**src/rtl/img_pkg.sv**
```systemverilog
// rtl/img_pkg.sv - shared pixel widths, kernel weights and FSM encoding for window3x3_filter
package img_pkg;

   localparam int PIX_WIDTH = 8;
   localparam int SUM_WIDTH = 12;

   localparam int W_CORNER = 1;
   localparam int W_EDGE   = 2;
   localparam int W_CENTER = 4;

   typedef enum logic [1:0] {
      ST_IDLE = 2'd0,
      ST_RUN  = 2'd1,
      ST_DONE = 2'd2
   } state_e;

endpackage

```
**src/rtl/window3x3_kernel.sv**
```systemverilog
// rtl/window3x3_kernel.sv - 3x3 window to registered filtered pixel
// Gaussian by default; Sobel magnitude when WINDOW3X3_SOBEL_EN is defined.
module window3x3_kernel #(
   parameter int PIX_WIDTH = 8
)(
   input  logic                   clk,
   input  logic                   rstn,
   input  logic                   en_i,
   input  logic [9*PIX_WIDTH-1:0] win_i,
   output logic [PIX_WIDTH-1:0]   pix_o
);
   import img_pkg::*;

   localparam int SW = PIX_WIDTH + 4;

   // p[row][col]: row 0 is the oldest line, col 0 the oldest column
   logic [SW-1:0]        p [0:2][0:2];
   logic [PIX_WIDTH-1:0] pix_d;

   for (genvar r = 0; r < 3; r++) begin : g_row
      for (genvar c = 0; c < 3; c++) begin : g_col
         assign p[r][c] = {4'd0, win_i[(r*3+c)*PIX_WIDTH +: PIX_WIDTH]};
      end
   end

`ifdef WINDOW3X3_SOBEL_EN
   localparam logic [SW-1:0] WE      = SW'(W_EDGE);
   localparam logic [SW-1:0] PIX_MAX = SW'((1 << PIX_WIDTH) - 1);

   logic signed [SW-1:0] gx, gy;
   logic [SW-1:0]        ax, ay, mag;

   always_comb begin
      gx    = $signed((p[0][2] + WE*p[1][2] + p[2][2]) - (p[0][0] + WE*p[1][0] + p[2][0]));
      gy    = $signed((p[2][0] + WE*p[2][1] + p[2][2]) - (p[0][0] + WE*p[0][1] + p[0][2]));
      ax    = gx[SW-1] ? $unsigned(-gx) : $unsigned(gx);
      ay    = gy[SW-1] ? $unsigned(-gy) : $unsigned(gy);
      mag   = ax + ay;
      pix_d = (mag > PIX_MAX) ? PIX_MAX[PIX_WIDTH-1:0] : mag[PIX_WIDTH-1:0];
   end
`else
   localparam logic [SW-1:0] WC = SW'(W_CORNER);
   localparam logic [SW-1:0] WE = SW'(W_EDGE);
   localparam logic [SW-1:0] WX = SW'(W_CENTER);

   logic [SW-1:0] sum;

   // weights total 16, so the rounded sum always fits back into a pixel
   always_comb begin
      sum   = WC*(p[0][0] + p[0][2] + p[2][0] + p[2][2])
            + WE*(p[0][1] + p[1][0] + p[1][2] + p[2][1])
            + WX*p[1][1];
      pix_d = PIX_WIDTH'((sum + SW'(8)) >> 4);
   end
`endif

   always_ff @(posedge clk or negedge rstn) begin
      if (!rstn) begin
         pix_o <= '0;
      end else if (en_i) begin
         pix_o <= pix_d;
      end
   end

endmodule

```
**src/rtl/window3x3_filter.sv**
```systemverilog
// rtl/window3x3_filter.sv - sliding 3x3 window over column stream with frame FSM and handshake
// Filter selected by WINDOW3X3_SOBEL_EN inside window3x3_kernel; ports identical in both builds.
module window3x3_filter #(
   parameter int DATA_WIDTH = 32,
   parameter int PIX_WIDTH  = 8
)(
   input  logic                  clk,
   input  logic                  rstn,
   input  logic                  start_op,
   input  logic [7:0]            width,
   input  logic [7:0]            height,
   input  logic [DATA_WIDTH-1:0] row0_pixel,
   input  logic [DATA_WIDTH-1:0] row1_pixel,
   input  logic [DATA_WIDTH-1:0] row2_pixel,
   input  logic                  in_valid,
   output logic                  in_ready,
   output logic [DATA_WIDTH-1:0] out_pixel,
   output logic                  out_valid,
   input  logic                  out_ready,
   output logic                  busy,
   output logic                  done,
   output logic                  cfg_err
);
   import img_pkg::*;

   state_e                 state_q;
   logic [7:0]             width_q, height_q, col_q, row_q;
   logic                   last_col_taken_q, done_q, cfg_err_q;
   logic                   win_valid_q, out_valid_q;
   logic [9*PIX_WIDTH-1:0] win_q;
   logic [PIX_WIDTH-1:0]   new_col [0:2];
   logic [PIX_WIDTH-1:0]   kern_pix;
   logic                   en, accept, win_valid_d, last_out;
   logic                   unused_hi;

   assign new_col[0] = row0_pixel[PIX_WIDTH-1:0];
   assign new_col[1] = row1_pixel[PIX_WIDTH-1:0];
   assign new_col[2] = row2_pixel[PIX_WIDTH-1:0];
   assign unused_hi  = ^{row0_pixel[DATA_WIDTH-1:PIX_WIDTH],
                         row1_pixel[DATA_WIDTH-1:PIX_WIDTH],
                         row2_pixel[DATA_WIDTH-1:PIX_WIDTH]};

   assign en          = !out_valid_q || out_ready;
   assign in_ready    = (state_q == ST_RUN) && en && !last_col_taken_q;
   assign accept      = in_valid && in_ready;
   assign win_valid_d = accept && (col_q >= 8'd2);
   // once the final column is in, the final output is the one leaving with stage 1 empty
   assign last_out    = out_valid_q && out_ready && last_col_taken_q && !win_valid_q;

   always_ff @(posedge clk or negedge rstn) begin
      if (!rstn) begin
         state_q          <= ST_IDLE;
         width_q          <= '0;
         height_q         <= '0;
         col_q            <= '0;
         row_q            <= '0;
         last_col_taken_q <= 1'b0;
         done_q           <= 1'b0;
         cfg_err_q        <= 1'b0;
      end else begin
         done_q    <= 1'b0;
         cfg_err_q <= 1'b0;
         case (state_q)
            ST_IDLE: begin
               if (start_op) begin
                  if (width >= 8'd3 && height >= 8'd3) begin
                     state_q          <= ST_RUN;
                     width_q          <= width;
                     height_q         <= height;
                     col_q            <= '0;
                     row_q            <= '0;
                     last_col_taken_q <= 1'b0;
                  end else begin
                     cfg_err_q <= 1'b1;
                  end
               end
            end
            ST_RUN: begin
               if (accept) begin
                  if (col_q == width_q - 8'd1) begin
                     col_q <= '0;
                     row_q <= row_q + 8'd1;
                     if (row_q == height_q - 8'd3) begin
                        last_col_taken_q <= 1'b1;
                     end
                  end else begin
                     col_q <= col_q + 8'd1;
                  end
               end
               if (last_out) begin
                  state_q <= ST_DONE;
                  done_q  <= 1'b1;
               end
            end
            ST_DONE: state_q <= ST_IDLE;
            default: state_q <= ST_IDLE;
         endcase
      end
   end

   always_ff @(posedge clk or negedge rstn) begin
      if (!rstn) begin
         win_q       <= '0;
         win_valid_q <= 1'b0;
         out_valid_q <= 1'b0;
      end else begin
         if (accept) begin
            for (int r = 0; r < 3; r++) begin
               win_q[(r*3+0)*PIX_WIDTH +: PIX_WIDTH] <= win_q[(r*3+1)*PIX_WIDTH +: PIX_WIDTH];
               win_q[(r*3+1)*PIX_WIDTH +: PIX_WIDTH] <= win_q[(r*3+2)*PIX_WIDTH +: PIX_WIDTH];
               win_q[(r*3+2)*PIX_WIDTH +: PIX_WIDTH] <= new_col[r];
            end
         end
         if (en) begin
            win_valid_q <= win_valid_d;
            out_valid_q <= win_valid_q;
         end
      end
   end

   window3x3_kernel #(.PIX_WIDTH(PIX_WIDTH)) u_kernel (
      .clk   (clk),
      .rstn  (rstn),
      .en_i  (en),
      .win_i (win_q),
      .pix_o (kern_pix)
   );

   assign out_pixel = {{(DATA_WIDTH-PIX_WIDTH){1'b0}}, kern_pix};
   assign out_valid = out_valid_q;
   assign busy      = (state_q == ST_RUN);
   assign done      = done_q;
   assign cfg_err   = cfg_err_q;

endmodule

```
**config.mk**
```make
export PLATFORM = sky130hd
export DESIGN_NAME = window3x3_filter
export DESIGN_NICKNAME = d
export VERILOG_FILES = /design/src/rtl/img_pkg.sv /design/src/rtl/window3x3_kernel.sv /design/src/rtl/window3x3_filter.sv
export SDC_FILE = /design/constraint.sdc
export NUM_CORES = 1
export LEC_CHECK = 0
export ABC_AREA = 1
export BUFFER_PORTS_ARGS = -buffer_cell sky130_fd_sc_hd__buf_2
export CORE_UTILIZATION = 38
export CTS_CLUSTER_DIAMETER = 80
export CTS_CLUSTER_SIZE = 20
export DETAILED_ROUTE_END_ITERATION = 8
export GPL_TIMING_DRIVEN = 1
export PLACE_DENSITY_LB_ADDON = 0.05
export SLEW_MARGIN = 20
export SYNTH_ARGS = -nofsm -noshare
export SYNTH_HDL_FRONTEND = slang
export SYNTH_HIERARCHICAL = 1
export SYNTH_SLANG_ARGS = --single-unit
```
**constraint.sdc**
```tcl
create_clock -name clk -period 6.95 [get_ports clk]
set_input_delay 0.695 -clock clk [delete_from_list [all_inputs] [get_ports clk]]
set_output_delay 0.695 -clock clk [all_outputs]
set_load 0.02 [all_outputs]
```
Yosys cells after proc, flatten, opt, wreduce, memory -nomap -nowiden
Cells that the tools add are included.
{"block": "word_totals", "output_inout_bits": 37, "in_bits": 117, "register_bits": 119}
{"block": "classes", "magnitude_cmp": 3, "n_mux": 23, "n_addsub": 13, "eq_ne": 9, "reduce_logical": 19}
{"op": "$mux W8", "count": 6}
{"op": "$pmux W8 S2", "count": 2}
{"op": "$add A12 B8 Y12", "count": 2}
{"op": "$ge A8 B2 Y1 const B", "count": 3}
{"op": "$add A11 B8 Y11", "count": 2}
{"op": "$add A8 B8 Y9", "count": 2}
{"op": "$add A8 B1 Y8 const B", "count": 2}
{"op": "$eq A8 B8 Y1", "count": 2}
{"op": "$add A12 B10 Y12", "count": 1}
{"op": "$add A12 B12 Y12", "count": 1}
{"op": "$add A12 B4 Y12 const B", "count": 1}
{"op": "$mux W1", "count": 10}
{"op": "$logic_and A1 B1 Y1", "count": 8}
{"op": "$ne A2 B1 Y1 const B", "count": 4}
{"op": "$sub A8 B1 Y8 const B", "count": 1}
{"op": "$sub A8 B2 Y8 const B", "count": 1}
{"op": "$mux W2", "count": 3}
{"op": "$reduce_and A3 Y1", "count": 2}
{"op": "$reduce_and A6 Y1", "count": 1}
{"op": "$reduce_and A5 Y1", "count": 1}
{"op": "$ne A2 B2 Y1 const B", "count": 2}
{"op": "$pmux W2 S2", "count": 1}
{"op": "$reduce_and A4 Y1", "count": 1}
{"op": "$logic_not A1 Y1", "count": 3}
{"op": "5 further kinds", "count": 5}

Longest topological paths before layout
Gate-level depths: netlist (run 1).
{"block": "depth", "word_depth": 7, "mapped_depth": 24, "depth_no_buf": 24}

Hierarchy
Netlist (run 1), hierarchy kept.
{"mod": "window3x3_filter", "seq_area_each_um2": 2777.7, "area_each_um2": 5335.1, "cells_each": 607, "instances": 1}
{"mod": "window3x3_kernel", "seq_area_each_um2": 200.2, "area_each_um2": 2384.8, "cells_each": 289, "instances": 1}

Least setup slack after synthesis (run 1)
Ideal clock, no wire load.
{"block": "synth_path", "path_kind": "register to register", "startpoint": "reg win_q[9]", "endpoint": "reg u_kernel.pix_o[5]", "stages_incl_launch_ff": 24, "synth_period_minus_slack_ns": 5.129, "n_path_buf": 0, "arrival_time_ns": 5.003, "required_time_ns": 6.824, "setup_slack_ns": 1.821, "path_cell_list": "dfrtp_1 inv_1 fa_1 fa_1 inv_1 ha_1 inv_1 fa_1 inv_1 nand3_1 nand2_1 xor2_1 fa_1 fa_1 inv_1 fa_1 ha_1 ha_1 a21oi_1 nand2_1 a21oi_1 nand2_1 nand2_1 o21ai_0"}
{"block": "synth_via", "elab_chain_len": 6}
{"item": "start: declaration", "line": "window3x3_filter.sv:30", "source": "logic [9*PIX_WIDTH-1:0] win_q;"}
{"item": "start signal: indexed assignment", "line": "window3x3_filter.sv:109", "source": "win_q[(r*3+0)*PIX_WIDTH +: PIX_WIDTH] <= win_q[(r*3+1)*PIX_WIDTH +: PIX_WIDTH];"}
{"item": "start signal: indexed assignment", "line": "window3x3_filter.sv:110", "source": "win_q[(r*3+1)*PIX_WIDTH +: PIX_WIDTH] <= win_q[(r*3+2)*PIX_WIDTH +: PIX_WIDTH];"}
{"item": "start signal: indexed assignment", "line": "window3x3_filter.sv:111", "source": "win_q[(r*3+2)*PIX_WIDTH +: PIX_WIDTH] <= new_col[r];"}
{"item": "$add A8 B8 Y9", "line": "window3x3_kernel.sv:51", "source": "+ WE*(p[0][1] + p[1][0] + p[1][2] + p[2][1])"}
{"item": "$add A11 B8 Y11 (2 in series)", "line": "window3x3_kernel.sv:51"}
{"item": "$add A12 B12 Y12", "line": "window3x3_kernel.sv:51"}
{"item": "$add A12 B10 Y12", "line": "window3x3_kernel.sv:52", "source": "+ WX*p[1][1];"}
{"item": "$add A12 B4 Y12", "line": "window3x3_kernel.sv:53", "source": "pix_d = PIX_WIDTH'((sum + SW'(8)) >> 4);"}
{"item": "end signal: assignment", "line": "window3x3_kernel.sv:61", "source": "pix_o <= pix_d;"}
{"item": "end: declaration", "line": "window3x3_kernel.sv:10", "source": "output logic [PIX_WIDTH-1:0] pix_o"}
Every way passes these cells.
A chain may end at the register's enable or synchronous reset.

Worst setup path after layout (run 1)
{"block": "layout_path", "startpoint": "reg win_q[11]", "endpoint": "reg u_kernel.pix_o[6]"}
Same word-level chain as after synthesis.

==> flow_summary.yaml, run 1 <==
sta:
  timing.setup.tns_ps: 0
  min_period_ps: 5550
  fin_skew_ps: 6.27
  worst_slew_pin_slew_ps: 889
  fmax_ghz: 0.180
  rsz0062_at_grt: "false"
  slew_headroom: 0.408
  fin_crit_sh: 0.799
  setup_violations: 0
  drv_slew: 0
  hold_viol_final: 0
floorplanning:
  die-area_um2: 20900
  start_util: 0.392
  rows: 51
  die_w_um: 145
  io-pin-count: 154
  core_um2: 19700
  dieHeight_um: 145
global_route:
  grt_pass1_vias: 5536
  grt_max_degree: 70
  antenna_found_initial: 1
  use_met1: 0.212
  met2_usage: 0.274
  gr-total-overflow: 0
  grt_pass1_wl_um: 26400
  grtUsageMet3: 0.0371
  grt.total_usage: 0.165
  grt.busiest_layer: "met2"
logic_synthesis:
  yosysSeqAreaShare: 0.386
  async_flop_share: 1.00
  synth_area_per_cell_um2: 8.62
  ys.flop_type: "dfrtp_1"
  syn_area_um2: 7720
  syn_inst: 896
  yosysWarnings: 6
  ys_ff_latch: 119
  ys_types: 38
  synth-edff-count: 0
layout:
  final_area_um2: 8800
  fin_nets: 1152
  final_common_cell: "nand2_1"
  fill_cells: 2016
  drive_above_1_share: 0.153
  area_growth_pct: 14.0
  most-common-layout-cells: "181 x nand2_1, 176 x inv_1, 119 x dfrtp_1"
placement:
  gp_congestion: 0.772
  io_buffer_count: 57
  dp_hpwl_um: 11400
  placed_cell_area_um2: 8170
routing:
  drtAntennaViolNets: 0
  drt_first_pass_iters: 4
  viasPerCell: 4.39
  wl_per_cell_um: 12.3
  routed_wl_um: 15200
  drt_iter0_drc: 205
  drcViolationCount: 0
  via_count: 5408
clock_tree:
  cts_tree: "built"
  cts-root-buf: "clkbuf_16"
  htree_levels: 4
  clock_latency_ps: 410
  ctsResizeCount: 0
  clk_pin_slew_ps: 60
  cts.hold.buffers_added: 0
  cts_inserted_buffers: 17
  cts_sinks: 119
  post-cts-setup-buffer-count: 0
  cts.path.max_buffers: 2
worst_setup_path:
  reg2reg_to: "u_kernel/pix_o[6]$_DFFE_PN0P_"
  crit_required_ps: 7250
  reg2reg_setup_slack_ps: 1400
  reg2regPathDepth: 24
  r2r_start: "win_q[11]$_DFFE_PN0P_"
  cp-end-kind: "flip-flop"
  worstSetupStartpointType: "flip-flop"
  crit_fanout: 5
  path_cells: "inv_1 -> fa_1 -> fa_1 -> inv_1 -> ha_1 -> a21oi_2 -> nand2_2 -> nand2_1 -> nand2_1 -> a21oi_2 -> xor2_1 -> fa_1 -> fa_1 -> inv_1 -> fa_1 -> ha_1 -> ha_1 -> inv_1 -> o21ai_0 -> a21oi_1 -> nand2_1 -> nand2_1 -> nand3_1 -> nand2_1"
  critPathKind: "flip-flop to flip-flop"
  crit_slowest_cell: "fa_1"
  cp_slowest_stage_delay_ps: 510
  arrival_ps: 5860
run:
  maxCapViolations: 0
hold_path:
  hold_path.class: "primary input to asynchronous set/reset pin"
outcome:
  outcome: "finished clean"
==> cells by family (layout without fill, tap and decap cells) <==
family / Yosys count / after routing / share of synthesized area
multiplexers: 24 / 24 / 0.0350
flip-flops: 119 / 119 / 0.386
adder cells (fa/ha/maj): 81 / 81 / 0.176
XOR/XNOR: 20 / 20 / 0.0227
other: 1 / 25 / 0.000486
buffers and inverters: 226 / 274 / 0.126
AO/OA/AOI/OAI: 103 / 103 / 0.0733
AND/OR/NAND/NOR: 322 / 322 / 0.181
==> final cells by class <==
class                   count  area (um2)  area share
diodes                      1        2.50    0.000284
clock buffers              23         458      0.0520
clock inverters             9         173      0.0196
inverters                 182         683      0.0776
multi-input cells         574        3860       0.439
flip-flops and latches    119        2980       0.338
well taps                 265         332      0.0377
repair buffers             60         310      0.0353
==> synth_stat cells (3+ instances only) <==
cell type	n	area (um2)
nor2_2	4	25.0
buf_2	7	35.0
ha_1	35	438
nand4_1	13	81.3
fa_1	46	921
o21ai_2	8	70.1
clkbuf_1	10	37.5
nand2_2	7	43.8
and3_1	3	18.8
o21ai_0	48	240
xnor2_1	7	61.3
buf_6	3	33.8
inv_1	176	661
nand2_1	181	679
dfrtp_1	119	2980
mux2_2	23	259
nand3_1	39	195
buf_4	24	180
a21oi_1	38	190
inv_2	6	22.5
nor2_1	58	218
or2_2	5	31.3
nor3_1	3	15.0
xor2_1	13	114
==> layer usage <==
| layer | vias up | wire length, um | part of all wire |
|---|---|---|---|
| li1 | 2833 | - | - |
| met1 | 2483 | 7400 | 0.49 |
| met2 | 79 | 7130 | 0.47 |
| met3 | 13 | 483 | 0.032 |
| met4 | 0 | 148 | 0.0098 |
| met5 | - | 0 | 0 |
==> worst max-delay path: cells and delay by family (launching register included) <==
family / cells / cell delay (ps)
AOI/OAI and AO/OA: 4 / 670
and+or+nand+nor: 7 / 460
adders and majority gates: 8 / 3480
DFF: 1 / 370
buffers and inverters: 4 / 240
xor gates and xnor gates: 1 / 210
==> flip-flops by register name, indices dropped and copies added, names as in the netlist <==
| register | count |
|---|---|
| state_q | 2 |
| win_valid_q | 1 |
| row_q | 8 |
| height_q | 8 |
| done | 1 |
| win_q | 72 |
| last_col_taken_q | 1 |
| cfg_err | 1 |
| u_kernel/pix_o | 8 |
| col_q | 8 |
| out_valid | 1 |
| width_q | 8 |
==> stage by stage <==
| stage | hold WS, ps | worst slack (ps) | utilization | std cells |
|---|---|---|---|---|
| after floorplan | 399 | 1820 | - | 919 |
| after global placement | 458 | 1400 | 0.414 | 1200 |
| after detailed placement | 461 | 1360 | 0.414 | 1200 |
| after CTS | 345 | 1350 | 0.446 | 1232 |
| after global routing | 371 | 1060 | 0.446 | 1232 |
| final | 314 | 1400 | 0.446 | 1233 |
==> worst max path at each step <==
stage / from / end / cells past startpoint
finish: win_q[11]$_DFFE_PN0P_ / u_kernel/pix_o[6]$_DFFE_PN0P_ / 24
global route: win_q[9]$_DFFE_PN0P_ / u_kernel/pix_o[5]$_DFFE_PN0P_ / 23
CTS: win_q[11]$_DFFE_PN0P_ / u_kernel/pix_o[6]$_DFFE_PN0P_ / 24
detailed placement: win_q[11]$_DFFE_PN0P_ / u_kernel/pix_o[6]$_DFFE_PN0P_ / 24
global placement: win_q[11]$_DFFE_PN0P_ / u_kernel/pix_o[6]$_DFFE_PN0P_ / 24
floorplan: win_q[9]$_DFFE_PN0P_ / u_kernel/pix_o[5]$_DFFE_PN0P_ / 23
Power of run 1 is not shown: default switching activity piles up to over one toggle a cycle in this logic, so the estimate is an artifact.
==> run 2: changes to the inputs <==
==> constraint.sdc (replaced) <==
create_clock -name clk -period 4.7 [get_ports clk]
set_input_delay 0.47 -clock clk [delete_from_list [all_inputs] [get_ports clk]]
set_output_delay 0.47 -clock clk [all_outputs]
set_load 0.02 [all_outputs]
==> run 2 against run 1 <==
The run now ends with setup timing left. Cell count is 2.8% higher. Sequential cell count is the same. Global-route usage rose by 0.33 points. Maximum frequency grew 11%. Via count rose by 2.8%. Register-to-register slack lost 1700 ps.
==> flow_summary.yaml, run 2 (synthesis results as in run 1) <==
outcome:
  outcome: "finished, violations left"
  failed_checks: "setup timing"
worst_setup_path:
  crit_required_ps: 5000
  cp_common_cell: "fa_1"
  worstPathBufferInverterCount: 5
  path_cells: "inv_2 -> fa_1 -> fa_1 -> inv_2 -> ha_4 -> inv_2 -> fa_2 -> inv_2 -> nand3_2 -> nand2_2 -> xor2_2 -> fa_1 -> fa_1 -> inv_1 -> fa_1 -> ha_4 -> ha_4 -> a21oi_4 -> nand2_4 -> a21oi_2 -> nand2_1 -> nand2_1 -> o21ai_1"
  arrival_ps: 5300
  cp-end-kind: "flip-flop"
  path_delay_family: "adder cells"
  worstSetupStartpointType: "flip-flop"
  reg2reg_to: "u_kernel/pix_o[5]$_DFFE_PN0P_"
  reg2regPathDepth: 23
  crit_slowest_cell: "fa_1"
  r2r_start: "win_q[41]$_DFFE_PN0P_"
  crit_fanout: 4
  reg2reg_setup_slack_ps: -300
  critPathKind: "flip-flop to flip-flop"
  cp_slowest_stage_delay_ps: 550
clock_tree:
  htree_levels: 4
  cts-root-buf: "clkbuf_16"
  clock_latency_ps: 420
  cts.hold.buffers_added: 0
  cts.path.max_buffers: 2
  cts_inserted_buffers: 17
  cts_tree: "built"
  cts_sinks: 119
  clk_pin_slew_ps: 60
routing:
  drt_iter0_drc: 166
  via_count: 5561
  drtAntennaViolNets: 0
  viasPerCell: 4.39
  routed_wl_um: 15700
  wl_per_cell_um: 12.4
  drt_first_pass_iters: 6
  drcViolationCount: 0
sta:
  fmax_ghz: 0.200
  drv_slew: 0
  rsz0062_at_grt: "true"
  worst_slew_pin_slew_ps: 769
  fin_crit_sh: 1.06
  setup_violations: 7
  timing.setup.tns_ps: -1440
  fin_skew_ps: 8.47
  setup_ws_ps: -297
  whs_ps: 98.0
  hold_viol_final: 0
  min_period_ps: 5000
  slew_headroom: 0.486
layout:
  area_growth_pct: 21.4
  largest_register_ffs: 72
  most-common-layout-cells: "175 x nand2_1, 164 x inv_1, 119 x dfrtp_1"
  fin_nets: 1187
  drive_above_1_share: 0.235
  regMostFlops: "win_q"
  final_common_cell: "nand2_1"
  antenna_cells: 0
global_route:
  grt_max_degree: 64
  grt_pass1_wl_um: 26500
  grt_pass1_vias: 5509
  grt.total_usage: 0.168
  antenna_found_initial: 0
  gr-total-overflow: 0
floorplanning:
  io-pin-count: 154
  start_util: 0.392
  die-area_um2: 20900
  dieHeight_um: 145
  rows: 51
  die_w_um: 145
  core_um2: 19700
hold_path:
  hold_path.class: "primary input to asynchronous set/reset pin"
run:
  maxCapViolations: 0
placement:
  dp_hpwl_um: 11700
  io_buffer_count: 57
  gp_congestion: 0.797
[run 2: cell types whose count changed in the layout (fill, tap and decap cells not counted), moves of 11 or more]
cell   previous run  this run
ha_4              0        11
buf_4             4        36
ha_1             35        23
inv_2             6        18
inv_1           176       164
[run 2: worst max path at each step]
stage / startpoint / endpoint / slack, ps / depth (start not counted)
CTS: win_q[41]$_DFFE_PN0P_ / u_kernel/pix_o[5]$_DFFE_PN0P_ / -300 / 23
global placement: win_q[41]$_DFFE_PN0P_ / u_kernel/pix_o[5]$_DFFE_PN0P_ / -430 / 23
floorplan: win_q[41]$_DFFE_PN0P_ / u_kernel/pix_o[5]$_DFFE_PN0P_ / -190 / 23
detailed placement: win_q[41]$_DFFE_PN0P_ / u_kernel/pix_o[5]$_DFFE_PN0P_ / -440 / 23
finish: win_q[41]$_DFFE_PN0P_ / u_kernel/pix_o[5]$_DFFE_PN0P_ / -300 / 23
global route: win_q[41]$_DFFE_PN0P_ / u_kernel/pix_o[7]$_DFFE_PN0P_ / -570 / 24
[run 2: worst reg2reg max path, stage by stage, from the launching register on]
cell and delay (ps):
dfrtp_1 350, inv_2 50, fa_1 550, fa_1 420, inv_2 80, ha_4 130, inv_2 30, fa_2 370
inv_2 80, nand3_2 60, nand2_2 100, xor2_2 150, fa_1 440, fa_1 490, inv_1 40, fa_1 480
ha_4 300, ha_4 220, a21oi_4 140, nand2_4 80, a21oi_2 130, nand2_1 60, nand2_1 60, o21ai_1 60
[run 2: per-layer routing]
layer  vias up  routed length [um]  track usage
met4         0                 180       0.0499
met1      2574                7620        0.218
met2        71                7490        0.278
met3        14                 385       0.0387
li1       2902                   -            -
met5         -                   0            0
[run 2: area by class of cell]
class                   count  area (um2)
fillers                  1998       10300
multi-input cells         574        4130
flip-flops and latches    119        2980
inverters                 182         683
repair buffers             95         584
clock buffers              25         495
well taps                 265         332
clock inverters             7         164
[run 2: repair_timing]
action | in CTS | in global routing
pin swaps | 16 | 5
setup buffers | 2 | 1
gates resized for setup | 25 | 12
endpoints found under the setup margin | 8 | 8
[run 2: per-stage QoR]
stage | std cells | util | cell area, um2 | setup WS [ps]
floorplan | 919 | - | 7920 | -186
global placement | 1232 | 0.432 | 8520 | -426
detailed placement | 1232 | 0.432 | 8520 | -439
CTS | 1266 | 0.472 | 9310 | -299
global route | 1267 | 0.475 | 9370 | -568
finish | 1267 | 0.475 | 9370 | -297
Power of run 2 is left out for the same reason.
==> run 3: changes to the inputs <==
--- a/config.mk
+++ b/config.mk
@@ -13,6 +13,7 @@
 export DETAILED_ROUTE_END_ITERATION = 8
 export GPL_TIMING_DRIVEN = 1
 export PLACE_DENSITY_LB_ADDON = 0.05
+export SKIP_CTS_REPAIR_TIMING = 1
 export SLEW_MARGIN = 20
 export SYNTH_ARGS = -nofsm -noshare
 export SYNTH_HDL_FRONTEND = slang
==> run 3 against run 2 <==
The flow still finishes with violations (setup timing). Clock-buffer cell count is the same. Via count did not move. Hold slack worse by 0.75 ps.
==> flow_summary.yaml, run 3 (synthesis results as in run 1) <==
run:
  maxCapViolations: 0
clock_tree:
  cts_sinks: 119
  cts_inserted_buffers: 17
  cts.path.max_buffers: 2
  clk_pin_slew_ps: 60
  htree_levels: 4
  cts_tree: "built"
  clock_latency_ps: 420
  cts-root-buf: "clkbuf_16"
floorplanning:
  dieHeight_um: 145
  die-area_um2: 20900
  start_util: 0.392
  io-pin-count: 154
  core_um2: 19700
  die_w_um: 145
  rows: 51
placement:
  io_buffer_count: 57
  gp_congestion: 0.797
  dp_hpwl_um: 11700
  placed_cell_area_um2: 8520
  pre_cts_ws_ps: -439
layout:
  largest_register_ffs: 72
  multi_input_area_um2: 4130
  regMostFlops: "win_q"
  antenna_cells: 0
  final-seq-area_um2: 2980
  final_common_cell: "nand2_1"
  area_growth_pct: 21.4
  drive_above_1_share: 0.230
  final_area_um2: 9370
  fill_cells: 1991
  fin_nets: 1189
  most-common-layout-cells: "178 x nand2_1, 164 x inv_1, 119 x dfrtp_1"
sta:
  worst_slew_pin_slew_ps: 769
  whs_ps: 97.3
  slew_headroom: 0.486
  rsz0062_at_grt: "true"
  fmax_ghz: 0.199
  timing.setup.tns_ps: -1810
  min_period_ps: 5020
  setup_violations: 7
  hold_viol_final: 0
  setup_ws_ps: -322
  fin_crit_sh: 1.07
  fin_skew_ps: 8.34
  drv_slew: 0
routing:
  drcViolationCount: 0
  drtAntennaViolNets: 0
  wl_per_cell_um: 12.4
  via_count: 5561
  viasPerCell: 4.38
  routed_wl_um: 15700
  drt_first_pass_iters: 6
  drt_iter0_drc: 144
worst_setup_path:
  arrival_ps: 5330
  worstSetupStartpointType: "flip-flop"
  reg2reg_setup_slack_ps: -320
  r2r_start: "win_q[41]$_DFFE_PN0P_"
  reg2reg_to: "u_kernel/pix_o[5]$_DFFE_PN0P_"
  cp-end-kind: "flip-flop"
  crit_required_ps: 5010
  critPathKind: "flip-flop to flip-flop"
  crit_fanout: 4
  reg2regPathDepth: 23
global_route:
  grt_pass1_vias: 5475
  grt_max_degree: 64
  gr-total-overflow: 0
  grt_pass1_wl_um: 26300
  antenna_found_initial: 0
  grt.total_usage: 0.166
outcome:
  failed_checks: "setup timing"
  outcome: "finished, violations left"
hold_path:
  hold_path.class: "primary input to asynchronous set/reset pin"
-- run 3: cell types whose count changed in the layout (fill, tap and decap cells not counted), moves of 2 or more --
cell     change
a21oi_2      -2
nand2_1      +3
buf_4        +5
buf_6        -3
nand2_2      -2
-- run 3: worst max-delay path by stage --
stage	from	endpoint	slack [ps]	depth (start not counted)
global route	win_q[41]$_DFFE_PN0P_	u_kernel/pix_o[5]$_DFFE_PN0P_	-580	23
floorplan	win_q[41]$_DFFE_PN0P_	u_kernel/pix_o[5]$_DFFE_PN0P_	-190	23
detailed placement	win_q[41]$_DFFE_PN0P_	u_kernel/pix_o[5]$_DFFE_PN0P_	-440	23
global placement	win_q[41]$_DFFE_PN0P_	u_kernel/pix_o[5]$_DFFE_PN0P_	-430	23
CTS	win_q[41]$_DFFE_PN0P_	u_kernel/pix_o[5]$_DFFE_PN0P_	-440	23
finish	win_q[41]$_DFFE_PN0P_	u_kernel/pix_o[5]$_DFFE_PN0P_	-320	23
-- run 3: metrics by stage --
stage          utilization  cells
2_1_floorplan            -    919
3_3_place_gp         0.432   1232
3_5_place_dp         0.432   1232
4_1_cts              0.466   1264
5_1_grt              0.475   1269
6_report             0.475   1269
-- run 3: area by class of cell --
cell class                      count  area share
Inverter                          182      0.0729
Tap cell                          265      0.0354
Clock buffer                       25      0.0529
Multi-Input combinational cell    574       0.441
Clock inverter                      7      0.0175
Sequential cell                   119       0.318
Timing Repair Buffer               97      0.0628
-- run 3: worst max-delay path, stage by stage (launching register included) --
cell,delay [ps]
dfrtp_1,350
inv_2,50
fa_1,550
fa_1,420
inv_2,80
ha_4,130
inv_2,30
fa_2,370
inv_2,80
nand3_2,60
nand2_2,90
xor2_2,150
fa_1,440
fa_1,490
inv_1,40
fa_1,480
ha_4,300
ha_4,220
a21oi_4,150
nand2_4,90
a21oi_4,150
nand2_1,60
nand2_1,60
o21ai_1,60
-- run 3: per-layer routing --
metal / track usage / share of wire / vias to the layer above
li1: - / - / 2904
met1: 0.216 / 0.49 / 2568
met2: 0.275 / 0.48 / 75
met3: 0.0387 / 0.026 / 14
met4: 0.0499 / 0.012 / 0
met5: 0 / 0 / -
Power of run 3 is left out for the same reason.
